<file path="src/rtl/rotate_commit.sv">
// Rotation sequencer: latches the active piece, feeds rotate_blocks, then validates the
// returned candidate against playfield bounds and the locked-cell board before committing.
module rotate_commit #(
    parameter int unsigned COLS     = 10,
    parameter int unsigned ROWS     = 20,
    parameter int unsigned CELL_W   = 5,
    parameter int unsigned ORIENT_W = 2
) (
    input  logic                  clk,
    input  logic                  reset_n,
    input  logic                  rot_req,
    input  logic                  rot_left,
    input  logic [4*CELL_W-1:0]   piece_x,
    input  logic [4*CELL_W-1:0]   piece_y,
    input  logic [ORIENT_W-1:0]   piece_orient,
    output logic [4*CELL_W-1:0]   rb_x,
    output logic [4*CELL_W-1:0]   rb_y,
    output logic [ORIENT_W-1:0]   rb_orient,
    output logic                  rb_left,
    input  logic [4*CELL_W-1:0]   cand_x,
    input  logic [4*CELL_W-1:0]   cand_y,
    input  logic [ORIENT_W-1:0]   cand_orient,
    output logic                  brd_rd_en,
    output logic [CELL_W-1:0]     brd_rd_x,
    output logic [CELL_W-1:0]     brd_rd_y,
    input  logic                  brd_occ,
    output logic                  busy,
    output logic                  done,
    output logic                  accepted,
    output logic [4*CELL_W-1:0]   out_x,
    output logic [4*CELL_W-1:0]   out_y,
    output logic [ORIENT_W-1:0]   out_orient
);

    localparam int unsigned XY_W = 4 * CELL_W;
    localparam logic [CELL_W-1:0] COLS_LIM = CELL_W'(COLS);
    localparam logic [CELL_W-1:0] ROWS_LIM = CELL_W'(ROWS);

    localparam logic [2:0] S_IDLE    = 3'd0;
    localparam logic [2:0] S_CAPTURE = 3'd1;
    localparam logic [2:0] S_CHECK   = 3'd2;
    localparam logic [2:0] S_WAIT    = 3'd3;
    localparam logic [2:0] S_DONE    = 3'd4;

    logic [2:0]          state, state_d;
    logic [1:0]          cnt, cnt_d, cnt_inc;
    logic                hit, hit_d, hit_fin;
    logic [XY_W-1:0]     cand_x_r, cand_x_d, cand_y_r, cand_y_d;
    logic [ORIENT_W-1:0] cand_o_r, cand_o_d;
    logic [XY_W-1:0]     rb_x_d, rb_y_d, out_x_d, out_y_d;
    logic [ORIENT_W-1:0] rb_orient_d, out_orient_d;
    logic                rb_left_d, rd_en_d, busy_d, done_d, acc_d;
    logic [CELL_W-1:0]   rd_x_d, rd_y_d;
    logic                oob;

    // Any candidate cell outside the playfield rejects the rotation outright.
    always_comb begin
        oob = 1'b0;
        for (int i = 0; i < 4; i++) begin
            if (cand_x[i*CELL_W +: CELL_W] >= COLS_LIM || cand_y[i*CELL_W +: CELL_W] >= ROWS_LIM)
                oob = 1'b1;
        end
    end

    assign cnt_inc = cnt + 2'd1;
    assign hit_fin = hit | brd_occ;

    always_comb begin
        state_d      = state;
        cnt_d        = cnt;
        hit_d        = hit;
        cand_x_d     = cand_x_r;
        cand_y_d     = cand_y_r;
        cand_o_d     = cand_o_r;
        rb_x_d       = rb_x;
        rb_y_d       = rb_y;
        rb_orient_d  = rb_orient;
        rb_left_d    = rb_left;
        rd_en_d      = 1'b0;
        rd_x_d       = brd_rd_x;
        rd_y_d       = brd_rd_y;
        done_d       = 1'b0;
        acc_d        = 1'b0;
        out_x_d      = out_x;
        out_y_d      = out_y;
        out_orient_d = out_orient;

        case (state)
            S_IDLE: begin
                if (rot_req) begin
                    rb_x_d      = piece_x;
                    rb_y_d      = piece_y;
                    rb_orient_d = piece_orient;
                    rb_left_d   = rot_left;
                    state_d     = S_CAPTURE;
                end
            end
            S_CAPTURE: begin
                cand_x_d = cand_x;
                cand_y_d = cand_y;
                cand_o_d = cand_orient;
                hit_d    = 1'b0;
                if (oob) begin
                    state_d      = S_DONE;
                    done_d       = 1'b1;
                    out_x_d      = rb_x;
                    out_y_d      = rb_y;
                    out_orient_d = rb_orient;
                end else begin
                    // First board read goes out straight from the live candidate.
                    state_d = S_CHECK;
                    cnt_d   = 2'd0;
                    rd_en_d = 1'b1;
                    rd_x_d  = cand_x[CELL_W-1:0];
                    rd_y_d  = cand_y[CELL_W-1:0];
                end
            end
            S_CHECK: begin
                // Occupancy lags its read by one cycle, so cnt=0 has nothing to fold in yet.
                if (cnt != 2'd0)
                    hit_d = hit | brd_occ;
                if (cnt == 2'd3) begin
                    state_d = S_WAIT;
                end else begin
                    cnt_d   = cnt_inc;
                    rd_en_d = 1'b1;
                    rd_x_d  = cand_x_r[int'(cnt_inc)*CELL_W +: CELL_W];
                    rd_y_d  = cand_y_r[int'(cnt_inc)*CELL_W +: CELL_W];
                end
            end
            S_WAIT: begin
                state_d = S_DONE;
                done_d  = 1'b1;
                hit_d   = hit_fin;
                if (hit_fin) begin
                    out_x_d      = rb_x;
                    out_y_d      = rb_y;
                    out_orient_d = rb_orient;
                end else begin
                    acc_d        = 1'b1;
                    out_x_d      = cand_x_r;
                    out_y_d      = cand_y_r;
                    out_orient_d = cand_o_r;
                end
            end
            S_DONE: begin
                state_d = S_IDLE;
            end
            default: begin
                state_d = S_IDLE;
            end
        endcase

        busy_d = (state_d != S_IDLE);
    end

    always_ff @(posedge clk or negedge reset_n) begin
        if (!reset_n) begin
            state      <= S_IDLE;
            cnt        <= 2'd0;
            hit        <= 1'b0;
            cand_x_r   <= '0;
            cand_y_r   <= '0;
            cand_o_r   <= '0;
            rb_x       <= '0;
            rb_y       <= '0;
            rb_orient  <= '0;
            rb_left    <= 1'b0;
            brd_rd_en  <= 1'b0;
            brd_rd_x   <= '0;
            brd_rd_y   <= '0;
            busy       <= 1'b0;
            done       <= 1'b0;
            accepted   <= 1'b0;
            out_x      <= '0;
            out_y      <= '0;
            out_orient <= '0;
        end else begin
            state      <= state_d;
            cnt        <= cnt_d;
            hit        <= hit_d;
            cand_x_r   <= cand_x_d;
            cand_y_r   <= cand_y_d;
            cand_o_r   <= cand_o_d;
            rb_x       <= rb_x_d;
            rb_y       <= rb_y_d;
            rb_orient  <= rb_orient_d;
            rb_left    <= rb_left_d;
            brd_rd_en  <= rd_en_d;
            brd_rd_x   <= rd_x_d;
            brd_rd_y   <= rd_y_d;
            busy       <= busy_d;
            done       <= done_d;
            accepted   <= acc_d;
            out_x      <= out_x_d;
            out_y      <= out_y_d;
            out_orient <= out_orient_d;
        end
    end

endmodule
</file>
<file path="config.mk">
export PLATFORM = sky130hd
export DESIGN_NAME = rotate_commit
export DESIGN_NICKNAME = d
export VERILOG_FILES = /design/src/rtl/rotate_commit.sv
export SDC_FILE = /design/constraint.sdc
export NUM_CORES = 1
export LEC_CHECK = 0
export CORE_MARGIN = 5
export CORE_UTILIZATION = 45
export DETAILED_ROUTE_END_ITERATION = 8
export PLACE_DENSITY = 0.76
export SYNTH_ARGS = -nofsm -noshare
export SYNTH_HDL_FRONTEND = slang
export SYNTH_SLANG_ARGS = --single-unit
</file>
<file path="constraint.sdc">
create_clock -name clk -period 4.7 [get_ports clk]
set_clock_uncertainty 0.05 [all_clocks]
set_input_delay 0.47 -clock clk [delete_from_list [all_inputs] [get_ports clk]]
set_output_delay 0.47 -clock clk [all_outputs]
set_load 0.01 [all_outputs]
</file>
==> results.md <==
* Io pins at about 190
* Synth Instances at around 460
* Max-slew violation count at 0
* Synth Net Count at 554
* P&R area growth vs syn at 37.4%
* Layout cells sized above 1 at around 30%
* EDFF count, synth at 0
* H-Tree Level Count at 4
* Num CTS Buffers at 17
* Row cnt at 44
* Hold/Removal Path Class: primary input to asynchronous set/reset pin
* Logic pwr share at 31.6%
* Vias in the first global route at approximately 5000
* Post-route clock period utilization at 59.3%
* Drt total wl at roughly 18000 um
* Fmax achieved at 359 MHz
* Final instance area at 9100 um2
* CP Launch Type: primary input
* Largest net degree at the start of global routing at 109
* Sink Count at 147
* Synth top area share at 55.6%
* Power per cell area at 512 nW/um2
* Sequential share of the synthesized area at between 50% and 60%
* Register area at between 3000 and 4000 um2
* Worst-path cell chain: clkdlybuf4s50_1 > o21ai_1 > nand4_1 > nor4_4 > or2_2 > buf_4 > o21ai_0
* CP max FO at 23
* CP peak stage delay at 0.64 ns
* Count leader, synth: dfrtp_1
* Clock Latency Late Sink at 0.42 ns
* Yosys warnings at 0
* RePlAce Congestion at 0.846
* Static Leak at about 3.7 nW
* Sw Ratio at 30.0%
* Clock network fraction of total power at 26.1%
* Crit path capture type: flip-flop
* Overflow after GRT at 0
* # resized after CTS at 0
* Unrepaired setup endpoints after global routing: false
* ANT nets after route at 0
* Sw power at 1.39 mW
* Initial Util at 45.7%
* DP Wirelength at 12700 um
* Final net count at 738
* Iter 0 DRT Violations at between 300 and 400
* Sequential group share of total power at a little over two fifths
* Placed Cells at 812
* Dpl cell area at 8570 um2
* Die width at 131 um
* Cell internal pwr at 3.26 mW
* Top post-synthesis cells by area: dfrtp_1, mux2_2, mux2i_1, o21ai_2, o21ai_0
* Worst Tran Pin Value at slightly below 1 ns
* Yosys top cell by area: dfrtp_1
* Crit path kind: primary input to flip-flop
* Number of synthesized register bits at 147
* Status: complete, no violations
* CP Data Arrival Time at 3.03 ns
* Rel. slew slack at 35.3%
* CP delay by family, top: simple AND/OR/NAND/NOR gates
* Mapped Area at 6620 um2
* Port Buffer Count at 187
* Number of antenna diodes at 0
* Core Util, Final at 62.8%
* CP max stage cell: or2_2
* Vias per inst at 5.39
* Post-route non-filler standard cell count at around 840
* Worst Path Required at 4.94 ns
* Leading post-synthesis cells by instance count: dfrtp_1, mux2_2, o21ai_0
* Clock Tree Buf Depth at 2
* DRC viols at 0
* Final setup fails at 0
* Total GRT Usage at 20.9%
* Count of final hold-check violations at 0
* WP buf/inv at 2
* Worst-path clk slew at 0.06 ns
* CTS root buffer: clkbuf_16
* Post-synthesis cell type count at 33
* Overall die height at around 130 um
* Synthesized area per cell at 14.3 um2
* Max VDD drop at 0.000298 V
* Post-synth ARST share at 100%
* CTS tree: yes
* Die area at 17200 um2
* Post-CTS Setup Bufs at 0
* Final min period at 2.79 ns
* Post-synth top flop: dfrtp_1
* Routed len/inst at 20.9 um
* Total number of vias at 4552
* Fill count at roughly 1100
* Global-route wire length before repair at 28500 um
* Multi-input gate area at roughly 2700 um2
* Core area at about 14000 um2
* Setup TNS at 0 ns
* Hold_buf cts at 0
* Total of max-cap violations at 0
* Initial antenna violation count at 0
* Detailed Routing Iterations Pass 1 at 4
worst register-to-register path, stage by stage (launching register included):
cell and delay, ns:
dfrtp_1 0.85, inv_1 0.11, ha_1 0.65, mux4_1 0.42, mux2_2 0.29, mux2_2 0.25
kinds of logic (layout without fill, tap and decap cells):
| kind of cell | count (synthesis) | in the layout | synth area share, % |
|---|---|---|---|
| flops | 147 | 147 | 55.6 |
| mux | 159 | 159 | 28.2 |
| compound gates | 97 | 97 | 9.64 |
| buf+inv | 38 | 235 | 4.06 |
| simple gates | 20 | 20 | 2.21 |
| fa+ha+maj | 2 | 2 | 0.378 |
through the flow:
step	setup slack (ns)	hold WS [ns]	total power, mW
2_1_floorplan	2.46	0.124	2.62
3_3_place_gp	1.52	0.439	3.41
3_5_place_dp	1.43	0.446	3.47
4_1_cts	1.89	0.162	4.70
5_1_grt	1.73	0.226	4.89
6_report	1.91	0.135	4.65
power groups by stage:
stage          Clock [mW]  Combinational, mW  Sequential (mW)
2_1_floorplan           0              0.622             2.00
3_3_place_gp            0               1.45             1.96
3_5_place_dp            0               1.49             1.98
4_1_cts              1.24               1.49             1.97
5_1_grt              1.29               1.58             2.02
6_report             1.22               1.47             1.97
layer usage:
layer | wire length (um) | global-route usage, % | up-vias
met5 | 0 | 0 | -
met4 | 295 | 6.74 | 0
met3 | 915 | 5.43 | 23
met2 | 8940 | 34.5 | 131
met1 | 7480 | 27.0 | 2332
li1 | - | - | 2066
cell type report:
| cell class | count | area share (%) |
|---|---|---|
| flip-flops and latches | 147 | 40.4 |
| multi-input cells | 278 | 29.6 |
| repair buffers | 197 | 21.4 |
| clock buffers | 27 | 5.53 |
| well taps | 184 | 2.53 |
| clock inverters | 5 | 0.275 |
| inverters | 6 | 0.248 |
registers in the layout, summed over array words and instances, names as in the netlist, 3 cells and up:
register and flops:
cand_x_r 20, cand_y_r 20, out_x 20, out_y 20, rb_x 20, rb_y 20
brd_rd_x 5, brd_rd_y 5, state 3
cell usage in the layout (no fill, tap or decap), drive strengths merged:
cell           instances
dfrtp                147
a21o                   2
inv                    6
clkbuf                27
mux2i                 43
a31oi                  1
o21ai                 92
nand2                  4
nor3                   3
clkinv                 5
nand2b                 1
mux2                 106
clkdlybuf4s50        186
nor4                   2
nor4b                  2
nor2                   4
mux4                  10
nand3                  1
ha                     2
buf                   11
or2                    2
a21oi                  2
nand4                  1
path summary, 6_finish.rpt:
kind / slack, ns / startpoint / endpoint / depth (start not counted)
hold reg to reg: 0.46 / brd_rd_x[3]$_DFFE_PN0P_ / brd_rd_x[3]$_DFFE_PN0P_ / 1
hold / removal: 0.13 / reset_n / rb_x[14]$_DFFE_PN0P_ / 1
setup reg to reg: 1.97 / cnt[0]$_DFFE_PN0P_ / brd_rd_y[3]$_DFFE_PN0P_ / 5
min in group clk: 0.46 / brd_rd_x[3]$_DFFE_PN0P_ / brd_rd_x[3]$_DFFE_PN0P_ / 1
max in group asynchronous: 3.39 / reset_n / brd_rd_y[1]$_DFFE_PN0P_ / 2
setup / recovery: 1.91 / cand_y[3] / out_x[6]$_DFFE_PN0P_ / 7
No activity file was read; power rests on OpenSTA's default activity.
